File: src/rtl/conv_pkg.sv
`default_nettype none
// ============================================================================
// Module      : conv_pkg
// Description : Shared types and 3x3 kernel coefficient tables for the
//               convolution frame controller.
// Revision    : 1.0 - initial release
// ============================================================================
package conv_pkg;

    typedef enum logic [1:0] {
        SEL_BOX      = 2'd0,
        SEL_SHARPEN  = 2'd1,
        SEL_EDGE     = 2'd2,
        SEL_IDENTITY = 2'd3
    } kernel_sel_e;

    typedef enum logic [2:0] {
        ST_IDLE   = 3'd0,
        ST_LOAD   = 3'd1,
        ST_STREAM = 3'd2,
        ST_DRAIN  = 3'd3,
        ST_DONE   = 3'd4
    } ctrl_state_e;

    typedef int coef3x3_t [3][3];

    localparam coef3x3_t C_KERNEL_BOX      = '{'{ 1,  1,  1}, '{ 1,  1,  1}, '{ 1,  1,  1}};
    localparam coef3x3_t C_KERNEL_SHARPEN  = '{'{ 0, -1,  0}, '{-1,  5, -1}, '{ 0, -1,  0}};
    localparam coef3x3_t C_KERNEL_EDGE     = '{'{-1, -1, -1}, '{-1,  8, -1}, '{-1, -1, -1}};
    localparam coef3x3_t C_KERNEL_IDENTITY = '{'{ 0,  0,  0}, '{ 0,  1,  0}, '{ 0,  0,  0}};

endpackage : conv_pkg
`default_nettype wire

File: src/rtl/conv_kernel_rom.sv
`default_nettype none
// ============================================================================
// Module      : conv_kernel_rom
// Description : Combinational kernel-select to 3x3 coefficient lookup.
// Revision    : 1.0 - initial release
// ============================================================================
module conv_kernel_rom
    import conv_pkg::*;
#(
    parameter int W = 8
) (
    input  logic [1:0]          i_sel,
    output logic signed [W-1:0] o_coef [3][3]
);

    coef3x3_t w_tbl;

    always_comb begin
        w_tbl = C_KERNEL_BOX;
        case (kernel_sel_e'(i_sel))
            SEL_BOX:      w_tbl = C_KERNEL_BOX;
            SEL_SHARPEN:  w_tbl = C_KERNEL_SHARPEN;
            SEL_EDGE:     w_tbl = C_KERNEL_EDGE;
            SEL_IDENTITY: w_tbl = C_KERNEL_IDENTITY;
            default:      w_tbl = C_KERNEL_BOX;
        endcase
        for (int r = 0; r < 3; r++) begin
            for (int c = 0; c < 3; c++) begin
                o_coef[r][c] = W'(w_tbl[r][c]);
            end
        end
    end

endmodule : conv_kernel_rom
`default_nettype wire

File: src/rtl/conv_frame_controller.sv
`default_nettype none
// ============================================================================
// Module      : conv_frame_controller
// Description : Frame sequencer around a 3x3 convolution filter: loads the
//               kernel, gates N pixels in and N results out, detects drain
//               stalls.
// Revision    : 1.0 - initial release
// ============================================================================
module conv_frame_controller
    import conv_pkg::*;
#(
    parameter int IMG_WIDTH     = 640,
    parameter int IMG_HEIGHT    = 480,
    parameter int W             = 8,
    parameter int DRAIN_TIMEOUT = 4096
) (
    input  logic                          clk,
    input  logic                          rst,
    input  logic                          cfg_we,
    input  logic [1:0]                    cfg_sel,
    input  logic                          start,
    input  logic                          abort,
    input  logic                          s_valid,
    output logic                          s_ready,
    input  logic [W-1:0]                  s_data,
    output logic                          f_x_valid,
    input  logic                          f_x_ready,
    output logic [W-1:0]                  f_x_data,
    input  logic                          f_y_valid,
    output logic                          f_y_ready,
    input  logic [W-1:0]                  f_y_data,
    output logic                          m_valid,
    input  logic                          m_ready,
    output logic [W-1:0]                  m_data,
    output logic signed [W-1:0]           kernel [3][3],
    output logic [$clog2(IMG_WIDTH)-1:0]  in_col,
    output logic [$clog2(IMG_HEIGHT)-1:0] in_row,
    output logic                          busy,
    output logic                          frame_done,
    output logic                          error
);

    localparam int C_NPIX  = IMG_WIDTH * IMG_HEIGHT;
    localparam int C_CNT_W = $clog2(C_NPIX + 1);
    localparam int C_COL_W = $clog2(IMG_WIDTH);
    localparam int C_ROW_W = $clog2(IMG_HEIGHT);
    localparam int C_TO_W  = $clog2(DRAIN_TIMEOUT);

    localparam logic [C_CNT_W-1:0] C_N_CNT    = C_CNT_W'(C_NPIX);
    localparam logic [C_CNT_W-1:0] C_N_LAST   = C_CNT_W'(C_NPIX - 1);
    localparam logic [C_COL_W-1:0] C_LAST_COL = C_COL_W'(IMG_WIDTH - 1);
    localparam logic [C_ROW_W-1:0] C_LAST_ROW = C_ROW_W'(IMG_HEIGHT - 1);
    localparam logic [C_TO_W-1:0]  C_TO_LAST  = C_TO_W'(DRAIN_TIMEOUT - 1);

    ctrl_state_e          r_state;
    ctrl_state_e          w_next;
    logic [C_CNT_W-1:0]   r_in_cnt;
    logic [C_CNT_W-1:0]   r_out_cnt;
    logic [C_TO_W-1:0]    r_drain_cnt;
    logic [C_COL_W-1:0]   r_in_col;
    logic [C_ROW_W-1:0]   r_in_row;
    logic [1:0]           r_pending_sel;
    logic signed [W-1:0]  r_kernel [3][3];
    logic signed [W-1:0]  w_rom_coef [3][3];
    logic                 r_error;

    logic w_in_open;
    logic w_out_open;
    logic w_in_hs;
    logic w_out_hs;
    logic w_timeout;
    logic w_clear;
    logic w_start_acc;

    conv_kernel_rom #(
        .W (W)
    ) u_kernel_rom (
        .i_sel  (r_pending_sel),
        .o_coef (w_rom_coef)
    );

    // Stream gating is purely combinational so the filter sees zero added latency.
    always_comb begin
        w_in_open  = (r_state == ST_STREAM) && (r_in_cnt != C_N_CNT);
        w_out_open = ((r_state == ST_STREAM) || (r_state == ST_DRAIN)) && (r_out_cnt != C_N_CNT);
        f_x_valid  = w_in_open && s_valid;
        s_ready    = w_in_open && f_x_ready;
        f_x_data   = s_data;
        m_valid    = w_out_open && f_y_valid;
        f_y_ready  = w_out_open && m_ready;
        m_data     = f_y_data;
        w_in_hs    = s_valid && s_ready;
        w_out_hs   = m_valid && m_ready;
        busy       = (r_state == ST_LOAD) || (r_state == ST_STREAM) || (r_state == ST_DRAIN);
        frame_done = (r_state == ST_DONE);
    end

    always_comb begin
        w_next      = r_state;
        w_timeout   = 1'b0;
        w_start_acc = 1'b0;
        case (r_state)
            ST_IDLE: begin
                if (start) begin
                    w_next      = ST_LOAD;
                    w_start_acc = 1'b1;
                end
            end
            ST_LOAD: w_next = ST_STREAM;
            ST_STREAM: begin
                if (w_out_hs && (r_out_cnt == C_N_LAST)) begin
                    w_next = ST_DONE;
                end else if (w_in_hs && (r_in_cnt == C_N_LAST)) begin
                    w_next = ST_DRAIN;
                end
            end
            ST_DRAIN: begin
                if (w_out_hs && (r_out_cnt == C_N_LAST)) begin
                    w_next = ST_DONE;
                end else if (!w_out_hs && (r_drain_cnt == C_TO_LAST)) begin
                    w_next    = ST_IDLE;
                    w_timeout = 1'b1;
                end
            end
            ST_DONE: w_next = ST_IDLE;
            default: w_next = ST_IDLE;
        endcase
        // Abort outranks completion and timeout in the same cycle.
        if (abort && busy) begin
            w_next    = ST_IDLE;
            w_timeout = 1'b0;
        end
        w_clear = (r_state != ST_IDLE) && (w_next == ST_IDLE);
    end

    always_ff @(posedge clk or posedge rst) begin
        if (rst) begin
            r_state       <= ST_IDLE;
            r_in_cnt      <= '0;
            r_out_cnt     <= '0;
            r_drain_cnt   <= '0;
            r_in_col      <= '0;
            r_in_row      <= '0;
            r_pending_sel <= 2'(SEL_BOX);
            r_error       <= 1'b0;
            for (int r = 0; r < 3; r++) begin
                for (int c = 0; c < 3; c++) begin
                    r_kernel[r][c] <= W'(C_KERNEL_BOX[r][c]);
                end
            end
        end else begin
            r_state <= w_next;

            if (cfg_we) begin
                r_pending_sel <= cfg_sel;
            end

            if (r_state == ST_LOAD) begin
                r_kernel <= w_rom_coef;
            end

            if (w_start_acc) begin
                r_error <= 1'b0;
            end else if (w_timeout) begin
                r_error <= 1'b1;
            end

            if (w_clear) begin
                r_in_cnt <= '0;
                r_in_col <= '0;
                r_in_row <= '0;
            end else if (w_in_hs) begin
                r_in_cnt <= r_in_cnt + 1'b1;
                if (r_in_col == C_LAST_COL) begin
                    r_in_col <= '0;
                    r_in_row <= (r_in_row == C_LAST_ROW) ? '0 : r_in_row + 1'b1;
                end else begin
                    r_in_col <= r_in_col + 1'b1;
                end
            end

            if (w_clear) begin
                r_out_cnt <= '0;
            end else if (w_out_hs) begin
                r_out_cnt <= r_out_cnt + 1'b1;
            end

            if ((r_state != ST_DRAIN) || w_out_hs) begin
                r_drain_cnt <= '0;
            end else begin
                r_drain_cnt <= r_drain_cnt + 1'b1;
            end
        end
    end

    assign kernel = r_kernel;
    assign in_col = r_in_col;
    assign in_row = r_in_row;
    assign error  = r_error;

endmodule : conv_frame_controller
`default_nettype wire

File: config.mk
export PLATFORM = sky130hd
export DESIGN_NAME = conv_frame_controller
export DESIGN_NICKNAME = d
export VERILOG_FILES = /design/src/rtl/conv_pkg.sv /design/src/rtl/conv_kernel_rom.sv /design/src/rtl/conv_frame_controller.sv
export SDC_FILE = /design/constraint.sdc
export NUM_CORES = 1
export LEC_CHECK = 0
export ABC_AREA = 1
export BUFFER_PORTS_ARGS = -buffer_cell sky130_fd_sc_hd__buf_4
export CELL_PAD_IN_SITES_DETAIL_PLACEMENT = 1
export CELL_PAD_IN_SITES_GLOBAL_PLACEMENT = 1
export CORE_ASPECT_RATIO = 1.25
export CORE_UTILIZATION = 41
export CTS_BUF_LIST = sky130_fd_sc_hd__clkbuf_16
export CTS_CLUSTER_DIAMETER = 30
export DETAILED_ROUTE_END_ITERATION = 10
export PLACE_DENSITY_LB_ADDON = 0.1
export SLEW_MARGIN = 20
export SYNTH_ARGS = -nofsm -noshare
export SYNTH_HDL_FRONTEND = slang
export SYNTH_SLANG_ARGS = --single-unit
File: constraint.sdc
create_clock -name clk -period 4.5 [get_ports clk]
set_input_delay 0.45 -clock clk [delete_from_list [all_inputs] [get_ports clk]]
set_output_delay 0.45 -clock clk [all_outputs]
set_load 0.02 [all_outputs]
# Word level (Yosys, flattened, before mapping)
# Cells that the tools add are included.
# word_totals
in_bits	27
ff_bits	147
output_inout_bits	114
elab_cells	92
# classes
n_reduce_logical	27
n_mux	28
n_eq_ne	15
n_addsub	5
# op_table
cell	n
264-bit one-hot mux with 4 select lines	1
19-bit two-way mux	4
19-bit by 1-bit adder with 19-bit output, second input constant	2
19-bit equality test, second input constant	2
19-bit inequality test, second input constant	2
9-bit two-way mux	4
10-bit two-way mux	3
3-bit two-way mux	6
1-bit logical AND	13
12-bit by 1-bit adder with 12-bit output, second input constant	1
12-bit equality test, second input constant	1
12-bit two-way mux	1
3-bit one-hot mux with 4 select lines	1
10-bit by 1-bit adder with 10-bit output, second input constant	1
10-bit equality test, second input constant	1
9-bit by 1-bit adder with 9-bit output, second input constant	1
9-bit equality test, second input constant	1
1-bit two-way mux	8
2-bit nonzero test	4
3-bit by 2-bit equality test with 1-bit output, second input constant	2
3-bit logical NOT	2
2-bit equality test, second input constant	2
1-bit logical OR	4
3-bit by 1-bit equality test with 1-bit output, second input constant	1
7 further kinds	7

# Longest topological paths before layout
# depth
ltp_word	15
ltp_mapped	18
ltp_nobuf	16

# Modules after synthesis
# From an unflattened synthesis, not the netlist that was laid out.
# unflattened
cells_unflattened	944
area_unflattened_um2	7659.8
# by_module_without_submodules
module	seq_area_each_um2	area_per_inst_um2	cells_each	n_inst
conv_frame_controller	3689.8	7071.8	865	1
conv_kernel_rom	0.0	588.1	79	1

# Least setup slack after synthesis
# Ideal clock, no wire load.
# synth_timing
path_type	reg-to-reg
from	reg r_drain_cnt[0]
to	reg r_in_row[2] (netlist: in_row[2])
required_time_ns	4.376
path_buffers	2
t_arrival_ns	1.872
slack_ns	2.504
period_less_slack_ns	1.996
path_stages_with_launch	19
setup_ns	0.124
path_cell_list	dfrtp_1 > ha_1 > nand2_1 > nor2_2 > nand2_1 > nor2_2 > nand3_1 > nor2_1 > nand2_1 > nand2_1 > nand2_1 > nand2_1 > nand2_1 > nand2_2 > nand3_2 > buf_6 > buf_6 > nand4_1 > nand2_1
# synth_via
elab_chain_cells	10
elab_cells_between_ends	12
cone_classes	1 x eq/ne; 5 x mux; 6 x reduce/logical
# synth_rtl
element	line_no	rtl
from (decl)	conv_frame_controller.sv:59	logic [C_TO_W-1:0] r_drain_cnt;
from (signal assigned)	conv_frame_controller.sv:191	r_drain_cnt <= r_drain_cnt + 1'b1;
12-bit equality test (*)	conv_frame_controller.sv:120	end else if (!w_out_hs && (r_drain_cnt == C_TO_LAST)) begin
1-bit logical AND (*)	conv_frame_controller.sv:120	
3-bit two-way mux (*)	conv_frame_controller.sv:120	
3-bit two-way mux (*)	conv_frame_controller.sv:118	if (w_out_hs && (r_out_cnt == C_N_LAST)) begin
3-bit one-hot mux with 4 select lines (*)	conv_frame_controller.sv:102	case (r_state)
3-bit two-way mux (*)	conv_frame_controller.sv:129	if (abort && busy) begin
3-bit logical NOT (*)	conv_frame_controller.sv:133	w_clear = (r_state != ST_IDLE) && (w_next == ST_IDLE);
1-bit logical AND (*)	conv_frame_controller.sv:133	
2-bit nonzero test (no source line)	--	
2-bit AND reduction (no source line)	--	
to (signal assigned)	conv_frame_controller.sv:176	r_in_row <= (r_in_row == C_LAST_ROW) ? '0 : r_in_row + 1'b1;
to (decl)	conv_frame_controller.sv:61	logic [C_ROW_W-1:0] r_in_row;
# Mark *: on every way between the ends. The rest lies on a longest branch, timed or not.
# A chain may end at the register's enable or synchronous reset.

# Worst setup path in the final report
# layout_timing
from	reg r_drain_cnt[0]
to	reg r_in_row[1] (netlist: in_row[1])
# The elaborated chain is that of the path after synthesis.

==> out/results.tsv <==
stage	metric	value	unit
flow_run	drv_cap	0	
timing	timing.final.max_slew_violations	0	
detailed_routing	drt_first_pass_iters	4	
clocking	ctsRootBufferMaster	sky130_fd_sc_hd__clkbuf_16	
critical_path	critPathCaptureType	register	
clocking	clock_insertion_delay_worst_skew	340	ps
timing	layout_worst_path_cycle_share	70.0	%
floorplanning	core_area	12700	µm²
global_route	grt_first_pass_wirelength	21100	µm
yosys	synth-edff-count	0	
finish	final_cell_mix	sky130_fd_sc_hd__nand2_1, sky130_fd_sc_hd__inv_1, sky130_fd_sc_hd__buf_4	
detailed_routing	drt_wl_total	12500	µm
critical_path	setup.worst_path.start	r_drain_cnt[0]$_DFF_PP0_	
timing	slew_headroom	46.7	%
critical_path	critPathLaunchType	register	
place	placement.io_buffers	103	
yosys	synth_warn	0	
critical_path	r2r-end	in_row[1]$_DFFE_PP0P_	
clocking	clock_tree_from_tritoncts	yes	
finish	antenna-diode-count	0	
detailed_routing	detailedRoute.firstIterationViolations	113	
finish	most_common_cell_after_layout_fill_and_taps_aside	sky130_fd_sc_hd__nand2_1	
timing	final.setup_skew	6.12	ps
floorplanning	placementRows	46	
finish	fin_nets	777	
place	dp.final_hpwl	9020	µm
outcome	run_status	finished clean	
critical_path	timing.critical_path.fanout_max	46	
yosys	synthesis.instances	715	
timing	rsz0062_at_grt	no	
timing	fmax	0.318	GHz
timing	hold_violations	0	
floorplanning	fp.dieW	104	µm
timing	timing_worst_slew_pin_value	798	ps
yosys	synthTopCellsByArea	sky130_fd_sc_hd__dfrtp_1, sky130_fd_sc_hd__buf_4, sky130_fd_sc_hd__nand2_1	
clocking	cts_hold_buf	0	
detailed_routing	wire_per_inst	13.8	µm
clocking	cts.sink_count	81	
clocking	cts.path.max_buffers	2	
detailed_routing	viasPerCell	4.89	
critical_path	rr_startpoint	r_drain_cnt[0]$_DFF_PP0_	
yosys	synth_top_area_share	36.3	%
critical_path	worst-endpoint-required	4720	ps
floorplanning	initial_core_util	42.3	%
floorplanning	top_level_ports	141	
global_route	antenna_violations_before_repair	0	
yosys	synth_flop_cell	sky130_fd_sc_hd__dfrtp_1	
critical_path	setup.worst_path.class	register to register	
place	gpl.final_weighted_congestion	0.775	
clocking	h-tree-depth	3	
global_route	first_global_vias	4460	
clocking	clk_pin_slew_worst_setup_hold_paths	60	ps
global_route	grt_use_total	19.2	%
critical_path	ff2ff_path_depth	17	
detailed_routing	ant_nets	0	
finish	layout-area-overhead-vs-synth	10.8	%
pwr	p_per_area	459	nW/µm²
critical_path	worst_ep_arrival_time	3370	ps
pwr	irDropWorstVdd	289	µV
hold_path	worst_hold_path_type	input port to asynchronous set/reset pin	
yosys	synth-async-reset-ratio	100	%
clocking	cts-resized-gates	0	
yosys	ys_seq_elements	81	
clocking	post_cts_buffers	0	
critical_path	cp-endpoint	in_row[1]$_DFFE_PP0P_	
yosys	yosys.area.top_type	sky130_fd_sc_hd__dfrtp_1	
global_route	grt.overflow.total	0	
place	post_dp_cell_area	5680	µm²
detailed_routing	routed-via-count	4453	
floorplanning	floorplan.die.height	130	µm
timing	fin_crit	3150	ps
detailed_routing	drcViolationCount	0	
finish	drive_gt1_share	19.7	%
global_route	grt_start_max_net_pins	47	
timing	setup_viol	0	
yosys	synthesis.area_per_instance	7.52	µm²
floorplanning	die-area	13600	µm²
yosys	ys_types	37	
critical_path	setup.reg_to_reg.worst_slack	1350	ps
yosys	synth.yosys.seq_area_share	37.8	%
finish	final_area	5960	µm²
pwr	power.static_leakage	3.39	nW
timing	setup_total_negative_slack	0	ps
clocking	cts-buffers-inserted	9	
yosys	mappedNetlistArea	5380	µm²
-- final cells by class --
class	instances	area [µm²]
Multi-Input combinational cell	424	2190
Sequential cell	81	2030
Tap cell	168	210
Clock inverter	6	51.3
Timing Repair Buffer	107	816
Clock buffer	9	225
Fill cell	1634	6760
Inverter	115	433
-- critical path: stages (launching register included) --
cell and delay [ps]:
sky130_fd_sc_hd__dfrtp_1 370, sky130_fd_sc_hd__ha_1 190, sky130_fd_sc_hd__nand2_1 100, sky130_fd_sc_hd__nor2_2 170, sky130_fd_sc_hd__nand2_1 100, sky130_fd_sc_hd__nor2_2 150
sky130_fd_sc_hd__nand3_1 120, sky130_fd_sc_hd__nor2_1 210, sky130_fd_sc_hd__nand2_1 110, sky130_fd_sc_hd__nand2_1 110, sky130_fd_sc_hd__nand2_1 50, sky130_fd_sc_hd__nand2_1 50
sky130_fd_sc_hd__nand2_1 60, sky130_fd_sc_hd__nand2_2 80, sky130_fd_sc_hd__nand3_2 520, sky130_fd_sc_hd__buf_12 420, sky130_fd_sc_hd__o211ai_1 120, sky130_fd_sc_hd__nand2_1 80
-- cells in the mapped netlist, types with 7 or more instances --
master,instances
sky130_fd_sc_hd__nand3_1,66
sky130_fd_sc_hd__buf_4,83
sky130_fd_sc_hd__xor2_1,23
sky130_fd_sc_hd__o21ai_0,12
sky130_fd_sc_hd__nor3_1,14
sky130_fd_sc_hd__nor2_1,71
sky130_fd_sc_hd__clkbuf_1,7
sky130_fd_sc_hd__nand2_1,142
sky130_fd_sc_hd__o211ai_1,9
sky130_fd_sc_hd__ha_1,12
sky130_fd_sc_hd__buf_6,7
sky130_fd_sc_hd__inv_1,107
sky130_fd_sc_hd__nand4_1,23
sky130_fd_sc_hd__dfrtp_1,78
-- metal layers --
layer	part of all wire, %	vias up	track usage, %
met5	0	-	0
met1	45	2163	23.9
met3	3.6	19	3.80
met4	1.8	0	7.06
li1	-	2184	-
met2	49	87	33.1
-- worst min path at each step --
stage | start | endpoint | slack [ps]
after floorplan | r_drain_cnt[0]$_DFF_PP0_ | r_drain_cnt[0]$_DFF_PP0_ | 430
after global placement | r_drain_cnt[0]$_DFF_PP0_ | r_drain_cnt[0]$_DFF_PP0_ | 460
after detailed placement | r_drain_cnt[0]$_DFF_PP0_ | r_drain_cnt[0]$_DFF_PP0_ | 460
after CTS | rst | in_row[7]$_DFFE_PP0P_ | 270
after global routing | rst | in_row[7]$_DFFE_PP0P_ | 320
final | rst | in_row[7]$_DFFE_PP0P_ | 240
-- flip-flops by register name, indices dropped and copies added, names as in the netlist --
| signal | cells |
|---|---|
| r_in_cnt | 19 |
| r_drain_cnt | 12 |
| r_out_cnt | 19 |
| kernel | 6 |
| r_state | 3 |
| in_row | 9 |
| in_col | 10 |
| error | 1 |
| r_pending_sel | 2 |
-- kinds of logic after synthesis --
family,synth area share [%]
AO/OA/AOI/OAI,3.40
XOR/XNOR,4.72
adder cells (fa/ha/maj),2.79
buffers and inverters,21.7
flip-flops,37.8
other,0.0697
AND/OR/NAND/NOR,29.5
-- report_power, final --
| part | internal (mW) | total [mW] | switching, mW |
|---|---|---|---|
| clock network | 0.419 | 0.709 | 0.290 |
| logic | 0.420 | 1.15 | 0.727 |
| registers | 0.787 | 0.878 | 0.0916 |
-- through the flow --
stage | utilization [%] | instances | hold slack (ps) | total power, mW | setup slack, ps
after global placement | 44.7 | 895 | 457 | 2.02 | 1450
final | 46.9 | 910 | 238 | 2.73 | 1350
after global routing | 46.9 | 910 | 315 | 2.89 | 975
after floorplan | - | 719 | 433 | 1.92 | 1970
after detailed placement | 44.7 | 895 | 459 | 2.05 | 1280
after CTS | 46.9 | 910 | 267 | 2.77 | 1270
No activity file was read; power rests on OpenSTA's default activity.
